## config.mk

```make
export PLATFORM = sky130hd
export DESIGN_NAME = vga_timing_gen
export DESIGN_NICKNAME = d
export VERILOG_FILES = /design/src/rtl/vga_pkg.sv /design/src/rtl/vga_axis_counter.sv /design/src/rtl/vga_timing_gen.sv
export SDC_FILE = /design/constraint.sdc
export NUM_CORES = 1
export LEC_CHECK = 0
export ABC_AREA = 1
export BUFFER_PORTS_ARGS = -buffer_cell sky130_fd_sc_hd__buf_2
export CAP_MARGIN = 20
export CORE_UTILIZATION = 25
export CTS_BUF_LIST = sky130_fd_sc_hd__clkbuf_2
export CTS_CLUSTER_DIAMETER = 200
export CTS_CLUSTER_SIZE = 14
export DETAILED_ROUTE_END_ITERATION = 10
export PLACE_DENSITY = 0.49
export SETUP_SLACK_MARGIN = 0.5
export SLEW_MARGIN = 20
export SYNTH_ARGS = -nofsm -noshare
export SYNTH_HDL_FRONTEND = slang
export SYNTH_SLANG_ARGS = --single-unit
```

## constraint.sdc

```tcl
create_clock -name clk -period 3.6 [get_ports clk]
set_input_delay 0 -clock clk [delete_from_list [all_inputs] [get_ports clk]]
set_output_delay 0 -clock clk [all_outputs]
set_load 0.02 [all_outputs]
```

## src/rtl/vga_pkg.sv

```systemverilog
// vga_pkg: shared raster timing types, region decode and
// default 640x480@60 geometry for the VGA display path.
package vga_pkg;

    typedef enum logic [1:0] {
        ACTIVE,
        FP,
        SYNC,
        BP
    } region_e;

    typedef struct packed {
        int active;
        int fp;
        int sync;
        int bp;
    } vga_timing_t;

    localparam vga_timing_t VGA_H_640 = '{
        active: 640, fp: 16, sync: 96, bp: 48
    };
    localparam vga_timing_t VGA_V_480 = '{
        active: 480, fp: 10, sync: 2, bp: 33
    };

    function automatic int timing_total(vga_timing_t t);
        return t.active + t.fp + t.sync + t.bp;
    endfunction

    function automatic region_e region_of(int c, vga_timing_t t);
        region_e r;
        if (c < t.active)
            r = ACTIVE;
        else if (c < t.active + t.fp)
            r = FP;
        else if (c < t.active + t.fp + t.sync)
            r = SYNC;
        else
            r = BP;
        return r;
    endfunction

endpackage

```

## src/rtl/vga_axis_counter.sv

```systemverilog
// vga_axis_counter: one raster axis; count and its region
// are registered together so they never disagree.
module vga_axis_counter
    import vga_pkg::*;
#(
    parameter int ACTIVE_LEN = 640,
    parameter int FP_LEN     = 16,
    parameter int SYNC_LEN   = 96,
    parameter int BP_LEN     = 48,
    localparam int TOTAL = ACTIVE_LEN + FP_LEN
                         + SYNC_LEN + BP_LEN,
    localparam int W     = $clog2(TOTAL)
)(
    input  logic         clk,
    input  logic         reset,
    input  logic         step,
    input  logic         clr,
    output logic [W-1:0] count,
    output region_e      region,
    output logic         wrap
);

    localparam vga_timing_t TIM = '{
        ACTIVE_LEN, FP_LEN, SYNC_LEN, BP_LEN
    };

    logic [W-1:0] r_count;
    logic [W-1:0] w_next;
    region_e      r_region;

    assign wrap = step && (r_count == W'(TOTAL - 1));

    always_comb begin
        w_next = r_count;
        if (wrap)
            w_next = '0;
        else if (step)
            w_next = r_count + W'(1);
    end

    always_ff @(posedge clk or negedge reset) begin
        if (!reset) begin
            r_count  <= '0;
            r_region <= ACTIVE;
        end else if (clr) begin
            r_count  <= '0;
            r_region <= ACTIVE;
        end else begin
            r_count  <= w_next;
            r_region <= region_of(int'(w_next), TIM);
        end
    end

    assign count  = r_count;
    assign region = r_region;

endmodule

```

## src/rtl/vga_timing_gen.sv

```systemverilog
// vga_timing_gen: parametrised VGA raster generator with
// pixel clock-enable, lookahead coordinates and frame count.
module vga_timing_gen
    import vga_pkg::*;
#(
    parameter int H_ACTIVE  = VGA_H_640.active,
    parameter int H_FP      = VGA_H_640.fp,
    parameter int H_SYNC    = VGA_H_640.sync,
    parameter int H_BP      = VGA_H_640.bp,
    parameter int V_ACTIVE  = VGA_V_480.active,
    parameter int V_FP      = VGA_V_480.fp,
    parameter int V_SYNC    = VGA_V_480.sync,
    parameter int V_BP      = VGA_V_480.bp,
    parameter bit HSYNC_POL = 1'b0,
    parameter bit VSYNC_POL = 1'b0,
    parameter int CLK_DIV   = 2,
    parameter int LAT       = 1,
    parameter int FCNT_W    = 8,
    localparam int H_TOTAL = H_ACTIVE + H_FP
                           + H_SYNC + H_BP,
    localparam int V_TOTAL = V_ACTIVE + V_FP
                           + V_SYNC + V_BP,
    localparam int XW = $clog2(H_TOTAL),
    localparam int YW = $clog2(V_TOTAL)
)(
    input  logic              clk,
    input  logic              reset,
    input  logic              en,
    output logic              pix_ce,
    output logic              clk2,
    output logic [XW-1:0]     x,
    output logic [YW-1:0]     y,
    output logic              req,
    output logic              hsync,
    output logic              vsync,
    output logic              blank,
    output logic              sync,
    output logic              sof,
    output logic              eol,
    output logic [FCNT_W-1:0] frame_cnt
);

    localparam int DW = $clog2(CLK_DIV);

    logic [DW-1:0]     r_div;
    logic              r_pix_ce;
    logic              r_clk2;
    logic              r_run;
    logic              r_sof;
    logic              r_eol;
    logic              r_wrapped;
    logic [FCNT_W-1:0] r_fcnt;

    logic          w_div_last;
    logic          w_step;
    logic          w_clr;
    logic [XW-1:0] w_x;
    logic [YW-1:0] w_y;
    region_e       w_h_region;
    region_e       w_v_region;
    logic          w_hwrap;
    logic          w_vwrap;
    logic [2:0]    w_d0;
    logic [2:0]    w_dl_out;

    assign w_div_last = (r_div == DW'(CLK_DIV - 1));
    assign w_step     = r_pix_ce && en;
    assign w_clr      = !en;

    vga_axis_counter #(
        .ACTIVE_LEN (H_ACTIVE),
        .FP_LEN     (H_FP),
        .SYNC_LEN   (H_SYNC),
        .BP_LEN     (H_BP)
    ) u_h (
        .clk    (clk),
        .reset  (reset),
        .step   (w_step),
        .clr    (w_clr),
        .count  (w_x),
        .region (w_h_region),
        .wrap   (w_hwrap)
    );

    vga_axis_counter #(
        .ACTIVE_LEN (V_ACTIVE),
        .FP_LEN     (V_FP),
        .SYNC_LEN   (V_SYNC),
        .BP_LEN     (V_BP)
    ) u_v (
        .clk    (clk),
        .reset  (reset),
        .step   (w_hwrap),
        .clr    (w_clr),
        .count  (w_y),
        .region (w_v_region),
        .wrap   (w_vwrap)
    );

    // pix_ce/sof/eol are registered off the divider so they
    // line up with the clk in which the counters advance.
    always_ff @(posedge clk or negedge reset) begin
        if (!reset) begin
            r_div     <= '0;
            r_pix_ce  <= 1'b0;
            r_clk2    <= 1'b0;
            r_run     <= 1'b0;
            r_sof     <= 1'b0;
            r_eol     <= 1'b0;
            r_wrapped <= 1'b0;
            r_fcnt    <= '0;
        end else if (!en) begin
            r_div     <= '0;
            r_pix_ce  <= 1'b0;
            r_clk2    <= 1'b0;
            r_run     <= 1'b0;
            r_sof     <= 1'b0;
            r_eol     <= 1'b0;
            r_wrapped <= 1'b0;
        end else begin
            r_div    <= w_div_last ? '0 : r_div + DW'(1);
            r_pix_ce <= w_div_last;
            r_clk2   <= (r_div < DW'(CLK_DIV / 2));
            r_run    <= 1'b1;
            r_sof    <= w_div_last && (w_x == '0)
                        && (w_y == '0);
            r_eol    <= w_div_last
                        && (w_x == XW'(H_TOTAL - 1));
            if (w_step) begin
                r_wrapped <= w_vwrap;
                if (r_wrapped)
                    r_fcnt <= r_fcnt + FCNT_W'(1);
            end
        end
    end

    // Stage 0: {hsync, vsync, visible} of the issue coordinate.
    assign w_d0 = {
        r_run && (w_h_region == SYNC),
        r_run && (w_v_region == SYNC),
        r_run && (w_h_region == ACTIVE)
              && (w_v_region == ACTIVE)
    };

    generate
        if (LAT > 0) begin : g_dl
            logic [2:0] r_dl [LAT];

            always_ff @(posedge clk or negedge reset) begin
                if (!reset) begin
                    for (int i = 0; i < LAT; i++)
                        r_dl[i] <= '0;
                end else if (!en) begin
                    for (int i = 0; i < LAT; i++)
                        r_dl[i] <= '0;
                end else if (w_step) begin
                    r_dl[0] <= w_d0;
                    for (int i = 1; i < LAT; i++)
                        r_dl[i] <= r_dl[i-1];
                end
            end

            assign w_dl_out = r_dl[LAT-1];
        end else begin : g_nodl
            assign w_dl_out = w_d0;
        end
    endgenerate

    assign pix_ce    = r_pix_ce;
    assign clk2      = r_clk2;
    assign x         = w_x;
    assign y         = w_y;
    assign req       = w_d0[0];
    assign hsync     = w_dl_out[2] ? HSYNC_POL : ~HSYNC_POL;
    assign vsync     = w_dl_out[1] ? VSYNC_POL : ~VSYNC_POL;
    assign blank     = w_dl_out[0];
    assign sync      = 1'b1;
    assign sof       = r_sof;
    assign eol       = r_eol;
    assign frame_cnt = r_fcnt;

endmodule

```

---- Yosys cells after proc, flatten, opt, wreduce, memory -nomap -nowiden ----
Index checks and enable logic that the tools add are counted.
word-level totals
  register bits after elaboration ......... 42
  input bits .............................. 3
  output and inout bits ................... 37
  word-level logic and storage cells ...... 71
operators by class
  add/sub/neg operators ................... 4
  order comparisons ....................... 7
  equal/unequal tests ..................... 5
  muxes and demuxes ....................... 27
  reduce and logical (&&, ||, !) cells .... 15
operator list
  operator               number
  $mux 10                6
  $lt 10x10->1 const B   3
  $lt 10x9->1 const B    3
  $add 10x1->10 const B  2
  $eq 10x10->1 const B   2
  $logic_not 10->1       2
  $mux 1                 13
  $mux 2                 6
  $logic_and 1x1->1      10
  $add 8x1->8 const B    1
  $mux 3                 2
  $eq 2x2->1 const B     2
  $logic_not 2->1        2
  $reduce_and 3->1       1
  $ne 2x1->1 const B     1
  $add 1x1->1 const B    1
  $lt 1x1->1 const B     1

---- Depth between registers and ports, before layout ----
Gate-level depths: netlist of run 1.
  depth after elaboration ................. 9
  mapped depth ............................ 14
  mapped depth without buffers ............ 14

---- Hierarchy ----
Synthesis of run 1 repeated with hierarchy kept, for this count alone.
unflattened totals
  cell total of the unflattened synthesis .. 313
  area total of the unflattened synthesis .. 2,337.2 µm²
modules (own cells, without submodules)
  module                  times used  cells an instance  area each (µm²)  sequential area each (µm²)
  vga_timing_gen          1           106                843.3            425.4
  vga_axis_counter (u_v)  1           106                760.7            300.3
  vga_axis_counter (u_h)  1           101                733.2            300.3

---- Least setup slack after synthesis of run 1 ----
Ideal clock, no wire load.
  path kind ............................... flip-flop to flip-flop
  start ................................... register u_h.r_count[1] (netlist: u_h.count[1])
  end ..................................... register u_v.r_region[0] (netlist: u_v.region[0])
  setup time .............................. 0.113 ns
  arrival time ............................ 1.768 ns
  required time ........................... 3.487 ns
  slack ................................... 1.720 ns
  stages on the path, launching flop included .. 14
  path buffers ............................ 0
  period minus slack after synthesis ...... 1.880 ns
  cell sequence ........................... dfrtp_1 -> ha_1 -> nand2_2 -> nor2_8 -> nand2_4 -> nor2_4 -> nand3_1 -> nand2_1 -> nand3_1 -> nor2_2 -> nand2_1 -> nor2_2 -> or2_1 -> inv_1
between the ends
  cells in the longest elaborated chain, start to end .. 9
  elaborated cells on any way between the ends .. 12
  classes of those cells .................. order compare (3); eq/ne (1); mux (6); reduce/logical (2)
ends and longest elaborated chain
  element                                       line                                            source
  from (decl)                                   vga_axis_counter.sv:27                          logic [W-1:0] r_count;
  from (signal assigned)                        vga_axis_counter.sv:49                          r_count <= w_next;
  $eq 10x10->1 (*)                              vga_axis_counter.sv:31                          assign wrap = step && (r_count == W'(TOTAL - 1));
  $logic_and 1x1->1 (*)                         vga_axis_counter.sv:31
  $mux 10 or $logic_and 1x1->1 (tied branches)  vga_axis_counter.sv:37, vga_axis_counter.sv:31
  $mux 10 (*)                                   vga_axis_counter.sv:35                          if (wrap)
  $lt 10x9->1                                   vga_pkg.sv:36                                   else if (c < t.active + t.fp + t.sync)
  $mux 1                                        vga_pkg.sv:36
  $mux 2                                        vga_pkg.sv:34                                   else if (c < t.active + t.fp)
  $mux 2 (*)                                    vga_pkg.sv:32                                   if (c < t.active)
  $mux 2 (*)                                    vga_axis_counter.sv:45                          end else if (clr) begin
  to (signal assigned)                          vga_axis_counter.sv:50                          r_region <= region_of(int'(w_next), TIM);
  to (decl)                                     vga_axis_counter.sv:29                          region_e r_region;
Every way passes the cells marked *; elsewhere a longest branch is shown, timed or not.
A chain may end at the register's enable or synchronous reset.

---- Worst setup path in the final report of run 1 ----
  start ................................... register u_v.r_count[0] (netlist: u_v.count[0])
  end ..................................... register u_v.r_region[0] (netlist: u_v.region[0])
between the ends
  cells in the longest elaborated chain, start to end .. 8
  elaborated cells on any way between the ends .. 12
  classes of those cells .................. add/sub (1); order compare (3); eq/ne (1); mux (6); reduce/logical (1)
ends and longest elaborated chain
  element                                        line
  from (decl)                                    vga_axis_counter.sv:27
  from (signal assigned)                         vga_axis_counter.sv:49
  $add 10x1->10 or $eq 10x10->1 (tied branches)  vga_axis_counter.sv:38, vga_axis_counter.sv:31
  $mux 10 or $logic_and 1x1->1 (tied branches)   vga_axis_counter.sv:37, vga_axis_counter.sv:31
  $mux 10 (*)                                    vga_axis_counter.sv:35
  $lt 10x9->1                                    vga_pkg.sv:36
  $mux 1                                         vga_pkg.sv:36
  $mux 2                                         vga_pkg.sv:34
  $mux 2 (*)                                     vga_pkg.sv:32
  $mux 2 (*)                                     vga_axis_counter.sv:45
Marks and branches as above.

==> summary.md, run 1 <==
| Metric | Value |
|---|---|
| Status | `complete, but fails checks` |
| Failing checks | `DRC` |
| Register bit total from synthesis | `41` |
| Overall routing resource usage | `13.11%` |
| Slew HR | `36.33%` |
| DP Cell Count | `433` |
| Top cell type's share of synthesized area | `44.11%` |
| Antenna Violating Nets Remaining | `0` |
| Setup TNS | `0 ns` |
| Fraction of registers with async set/reset | `100.0%` |
| Fmax | `between 400 and 500 MHz` |
| Crit start category | `flip-flop` |
| Share of cells above drive strength 1 | `20.60%` |
| Initial DRC Count | `107` |
| Fin nets | `342` |
| Layout area overhead | `17.21%` |
| Fillers | `a little under 1000` |
| Fin Clk Skew | `0.02484 ns` |
| Worst R2R Start | `u_v.count[0]$_DFFE_PN0P_` |
| CP Class | `flip-flop to flip-flop` |
| PwrDens | `313.7 nW/um^2` |
| Hold crit path type | `input pin to asynchronous set/reset pin` |
| Mapped cell area | `2326 um^2` |
| Post-synth EDFFs | `0` |
| Tcrit/Tclk final | `57.01%` |
| Clock Tree Buf Depth | `2` |
| # port buffers | `38` |
| Area contributors post-synth | `dfrtp_1 44%, nand2_1 11%, nand3_1 6.7%` |
| Post-CTS Resized | `0` |
| Htree depth | `2` |
| Mapped Cells | `roughly 290` |
| Die width | `98.46 um` |
| Post-Route WL | `approximately 5.9 mm` |
| Reg area | `1026 um^2` |
| Internal | `0.6605 mW` |
| Multi-input logic area | `1104 um^2` |
| CP arrival | `2.37 ns` |
| Psw | `0.1949 mW` |
| R2R cell count | `13` |
| Drt first pass iters | `8` |
| Worst skew pair latency | `0.40 ns` |
| Top_reg_cell synth | `dfrtp_1` |
| Final Hold Violating Endpoints | `0` |
| RSZ-0062 raised after global routing | `false` |
| Fin cells | `443` |
| Post-layout min period | `2.052 ns` |
| Core ar. | `8848 um^2` |
| Worst slew pin tran | `0.9551 ns` |
| Cell taking the most area after synthesis | `dfrtp_1` |
| Initial antenna violation count | `0` |
| Vias in the first global route | `2006` |
| Clk pwr share | `40.4%` |
| CP Capture Type | `flip-flop` |
| Largest net degree at the start of global routing | `42` |
| Grt ovf | `0` |
| Switching part of the total power | `a little under a quarter` |
| Number of remaining DRC errors | `3` |
| Vias | `2041` |
| Worst EP required | `just under 4 ns` |
| Logic pwr share | `4.8%` |
| Post-synthesis sequential area ratio | `44.11%` |
| Detailed placement HPWL | `4.535 mm` |
| Syn_nets | `299` |
| Vias per cell | `4.607` |
| CTS Buf Count | `5` |
| Die height | `98.46 um` |
| Leakage | `1.423 nW` |
| Yosys Warn Count | `0` |
| Synth cell types | `37` |
| Setup violators final | `0` |
| Clock root cell | `clkbuf_2` |
| IO Count | `40` |
| Max VDD drop | `119.4 uV` |
| CTS tree | `done` |
| Die ar. | `9693 um^2` |
| Initial Utilization | `26.29%` |
| Avg WL per Cell | `13.35 um` |
| Syn Area/Cell | `roughly 8 um^2` |
| CP max FO | `10` |
| First-pass GRT wire length | `9.894 mm` |
| Maxcap violations | `0` |
| Ant. Diodes | `0` |
| CTS sink cnt | `41` |
| R2R setup slack | `between 1.5 and 2 ns` |
| Final slew viol count | `0` |
| GP Congestion | `0.8226` |
| Clock transition at path regs | `approximately 0.24 ns` |
| Reg2reg end | `u_v.region[0]$_DFF_PN0_` |
| Site row count | `34` |
| Sequential power share | `~55%` |
critical path, stage by stage (launching register included):
cell     delay [ns]
dfrtp_1        0.57
ha_1           0.27
nand2_1        0.07
nor2_1         0.24
nand3_1        0.11
nand2_1        0.09
nand2_1        0.06
nand2_1        0.06
nand2_1        0.06
nor2_2         0.14
nand2_1        0.08
nor2_2         0.09
or2_1          0.10
inv_1          0.03
per-stage QoR:
stage / cell area, um^2 / power (mW) / worst slack (ns) / hold WS [ns] / util [%]
after floorplan: 2326 / 0.4977 / 1.720 / -0.2956 / -
after global placement: 2616 / 0.5177 / 1.580 / 0.2103 / 29.57
after detailed placement: 2616 / 0.5184 / 1.565 / 0.2142 / 29.57
after CTS: 2726 / 0.8681 / 1.530 / 0.2834 / 30.81
after global routing: 2726 / 0.8923 / 1.294 / 0.2872 / 30.81
final: 2726 / 0.8554 / 1.548 / 0.2481 / 30.81
cells in the mapped netlist (all sizes together), types with 4 or more instances:
| master | number |
|---|---|
| nand2 | 72 |
| dfrtp | 41 |
| inv | 40 |
| nor2 | 38 |
| nand3 | 31 |
| xor2 | 12 |
| a21oi | 9 |
| nor3 | 8 |
| nand4 | 7 |
| o21ai | 7 |
| ha | 5 |
| nor4 | 4 |
how the worst max path moves through the flow:
stage | slack, ns | to | start | depth (start not counted)
final | 1.55 | u_v.region[0]$_DFF_PN0_ | u_v.count[0]$_DFFE_PN0P_ | 13
after global routing | 1.29 | u_v.region[0]$_DFF_PN0_ | u_v.count[0]$_DFFE_PN0P_ | 13
after CTS | 1.53 | u_v.region[0]$_DFF_PN0_ | u_v.count[0]$_DFFE_PN0P_ | 13
after detailed placement | 1.56 | u_v.region[0]$_DFF_PN0_ | u_v.count[0]$_DFFE_PN0P_ | 13
after global placement | 1.58 | u_v.region[0]$_DFF_PN0_ | u_v.count[0]$_DFFE_PN0P_ | 13
after floorplan | 1.72 | u_v.region[0]$_DFF_PN0_ | u_h.count[1]$_DFFE_PN0P_ | 13
state kept, by name, summed over array words and instances (netlist names):
name and flops:
u_h.count 10, g_dl.r_dl 3, clk2 1, r_wrapped 1, u_v.count 10, eol 1
r_run 1, frame_cnt 8, u_v.region 2, u_h.region 2, pix_ce 1, sof 1
cells by family (layout without fill, tap and decap cells):
kind of cell,after synthesis,count (layout),synth area share [%]
multiplexers,1,1,0.4841
flip-flops,41,41,44.11
other,1,1,0.1612
AO/OA/AOI/OAI,21,21,5.487
adder cells (fa/ha/maj),5,5,2.690
buffers and inverters,45,89,8.446
XOR/XNOR,14,14,5.272
AND/OR/NAND/NOR,163,163,33.35
timing repair:
item,4_1_cts,5_1_grt
setup buffers,0,0
hold buffers,2,0
hold endpoints to repair,45,0
power by group through the flow:
stage	Sequential, mW	Clock [mW]	Combinational, mW
2_1_floorplan	0.481	0	0.0170
3_3_place_gp	0.476	0	0.0414
3_5_place_dp	0.476	0	0.0419
4_1_cts	0.469	0.356	0.0435
5_1_grt	0.469	0.376	0.0466
6_report	0.468	0.345	0.0415
layout make-up:
type,instances,share of cell area (%)
Clock inverter,3,2.386
Timing Repair Buffer,40,7.710
Clock buffer,5,0.9179
Sequential cell,41,37.63
Inverter,41,5.920
Multi-Input combinational cell,205,40.48
Tap cell,108,4.956
layout by cell type, fill, tap and decap left out, types with 4 or more instances in the layout:
cell,instances
a21oi_1,9
nand2_1,69
nand3_1,31
ha_1,5
clkbuf_2,5
dfrtp_1,41
nor3_1,7
nor2_1,31
xor2_1,12
inv_2,4
nand4_1,5
nor2_2,5
buf_2,38
inv_1,35
o21ai_0,5
nor4_1,4
metal layers:
layer  track usage (%)  up-vias  wire length [um]
li1                  -     1020                 -
met1             17.05      970              2767
met2             21.67       45              2789
met3             2.908        6               283
met4             4.248        0                73
met5                 0        -                 0
No activity file was read; power rests on OpenSTA's default activity.
==> run 2, diff against run 1 <==
clock period = 2.1 ns   (was 3.6 ns; I/O delays follow)
==> run 2 against run 1 <==
The flow now finishes without violations; via count is 4.9% higher; clock-buffer cell count stayed put; sequential cell count stayed put; wire length is 7.3% higher; clock power is 40% higher; combinational power is 96% higher; power is 60% higher; largest power group unchanged.
==> summary.md, run 2 (same netlist as run 1, synthesis figures left out) <==
| Metric | Value |
|---|---|
| Status | `finished, final reports clean` |
| Vias per cell | `4.642 (+0.76%)` |
| Switching part of the total power | `25.65% (+2.9 points)` |
| Max VDD drop | `184.2 uV (+54%)` |
| GP Congestion | `0.8491 (+3.2%)` |
| Clock root cell | `clkbuf_2` |
| Sequential power share | `58.7% (+3.9 points)` |
| Post-layout util | `33.46% (+2.6 points)` |
| Worst slew pin tran | `0.5098 ns (-0.4453 ns)` |
| Worst EP required | `2.49 ns (-1.42 ns)` |
| CTS sink cnt | `41 (unchanged)` |
| Die width | `98.46 um (unchanged)` |
| Overall routing resource usage | `13.35% (+0.24 points)` |
| Setup violators final | `0 (unchanged)` |
| Clock Tree Buf Depth | `2 (unchanged)` |
| CP max FO | `6 (-4)` |
| Clk pwr share | `35.4% (-5.0 points)` |
| Final slew viol count | `0 (unchanged)` |
| Avg WL per Cell | `13.77 um (+3.1%)` |
| Ant. Diodes | `0 (unchanged)` |
| Fin Clk Skew | `0.01722 ns (-0.007617 ns)` |
| Vias in the first global route | `1959 (-2.3%)` |
| Hold crit path type | `input pin to asynchronous set/reset pin` |
| Setup WS pre-CTS | `0.1139 ns (-1.451 ns)` |
| Site row count | `34 (unchanged)` |
| PwrDens | `462.4 nW/um^2 (+47%)` |
| Most common cell after layout, fill and taps aside | `nand2_1` |
| Largest net degree at the start of global routing | `22 (-48%)` |
| Logic pwr share | `5.9% (+1.1 points)` |
| Number of remaining DRC errors | `0 (-3)` |
| # port buffers | `38 (unchanged)` |
| First-pass GRT wire length | `10.12 mm (+2.3%)` |
| Fillers | `936 (-2.6%)` |
| Worst R2R Start | `u_h.count[0]$_DFFE_PN0P_` |
| PnR worst setup slack | `0.2194 ns (-1.328 ns)` |
| RSZ-0062 raised after global routing | `true` |
| IO Count | `40 (unchanged)` |
| DP Cell Count | `438 (+1.2%)` |
| Leakage | `1.504 nW (+5.7%)` |
| CP Capture Type | `flip-flop` |
| Detailed placement HPWL | `4.727 mm (+4.2%)` |
| Final Hold Violating Endpoints | `0 (unchanged)` |
| Worst skew pair latency | `0.42 ns (+0.02 ns)` |
| Most frequent cells in the layout | `61 x nand2_1, 38 x buf_2, 35 x inv_1` |
| Critical Path Start | `u_h.count[0]$_DFFE_PN0P_` |
| Slew HR | `65.98% (+30 points)` |
| Fin nets | `360 (+5.3%)` |
| Die ar. | `9693 um^2 (unchanged)` |
| CTS Buf Count | `5 (unchanged)` |
| CTS tree | `done` |
| Setup TNS | `0 ns (unchanged)` |
| R2R cell count | `14 (+1)` |
| Antenna Violating Nets Remaining | `0 (unchanged)` |
| Maxcap violations | `0 (unchanged)` |
| CP Class | `flip-flop to flip-flop` |
| Fin cells | `461 (+4.1%)` |
| CP arrival | `2.27 ns (-0.10 ns)` |
| Layout area overhead | `27.27%` |
| Post-layout min period | `1.881 ns (-0.1717 ns)` |
| Post-Route WL | `6.346 mm (+7.3%)` |
| Tcrit/Tclk final | `89.55% (+33 points)` |
| Internal | `1.018 mW (+54%)` |
| Crit start category | `flip-flop` |
| Die height | `98.46 um (unchanged)` |
| Psw | `0.3512 mW (+80%)` |
| Core ar. | `8848 um^2 (unchanged)` |
| R2R setup slack | `0.22 ns (-1.33 ns)` |
| Initial DRC Count | `129 (+21%)` |
| Clock transition at path regs | `0.23 ns (about the same)` |
| Vias | `2140 (+4.9%)` |
| Reg2reg end | `u_v.region[0]$_DFF_PN0_` |
| Initial antenna violation count | `0 (unchanged)` |
| Share of cells above drive strength 1 | `33.43% (+13 points)` |
| Initial Utilization | `26.29% (unchanged)` |
| Htree depth | `2 (unchanged)` |
| Fmax | `531.7 MHz (+9.1%)` |
| Drt first pass iters | `6 (-2)` |
| Grt ovf | `0 (unchanged)` |
run 2: changes by cell type in the layout (fill, tap and decap cells not counted), moves of 4 or more:
cell,previous run,this run
nand2_1,69,61
nand3_2,0,4
dfrtp_2,0,8
nand3_1,31,27
nor2_2,5,10
buf_4,0,18
nand2_2,1,8
nor2_1,31,24
dfrtp_1,41,33
run 2: repair_timing:
action,in CTS,in global routing
resized for setup,10,20
hold buffers,2,0
pin swaps,8,3
gates cloned,0,0
setup endpoints to repair,11,20
setup buffers,7,6
hold endpoints to repair,50,0
run 2: layer usage:
layer	wire [um]	GRT usage, %	up-vias
met1	2980	17.57	1018
met2	3073	22.21	51
met3	195	2.482	8
met4	97	4.248	0
li1	-	-	1063
met5	0	0	-
run 2: worst max-delay path by stage:
stage                                         end  slack (ns)  cells past startpoint
final                     u_v.region[0]$_DFF_PN0_        0.22                     14
after global routing      u_v.region[0]$_DFF_PN0_        0.12                     12
after CTS                 u_v.region[0]$_DFF_PN0_        0.25                     12
after detailed placement  u_v.region[0]$_DFF_PN0_        0.11                     13
after global placement    u_v.region[0]$_DFF_PN0_        0.13                     13
after floorplan           u_v.region[0]$_DFF_PN0_        0.32                     13
run 2: cell type report:
type	instances	area (um^2)	share of cell area, %
clock inverters	3	41.29	1.395
inverters	41	161.4	5.452
repair buffers	58	345.3	11.67
multi-input cells	205	1216	41.08
well taps	108	135.1	4.565
flip-flops and latches	41	1036	35.00
clock buffers	5	25.02	0.8453
run 2: power groups by stage:
stage,Sequential [mW],Combinational (mW),Clock (mW)
finish,0.804,0.0812,0.484
detailed placement,0.818,0.0732,0
global route,0.806,0.0904,0.530
global placement,0.818,0.0728,0
floorplan,0.825,0.0292,0
CTS,0.804,0.0782,0.498
run 2: metrics by stage:
| stage | instance area [um^2] | power (mW) | hold slack (ns) |
|---|---|---|---|
| after CTS | 2849 | 1.380 | 0.02619 |
| after global routing | 2960 | 1.426 | 0.03623 |
| after global placement | 2681 | 0.8904 | -0.01316 |
| after detailed placement | 2681 | 0.8910 | -0.01528 |
| final | 2960 | 1.369 | 0.01915 |
| after floorplan | 2355 | 0.8543 | -0.2956 |
run 2: critical path, stage by stage (launching register included):
cell     delay (ns)
dfrtp_2        0.45
ha_4           0.15
nand2_4        0.06
nor2_8         0.16
nand2_4        0.08
nor2_4         0.19
nand2_1        0.08
nand2_1        0.12
nand2_2        0.07
nand3_2        0.08
nor2_4         0.05
nand2_2        0.05
nor2_2         0.03
or2_1          0.21
inv_1          0.05
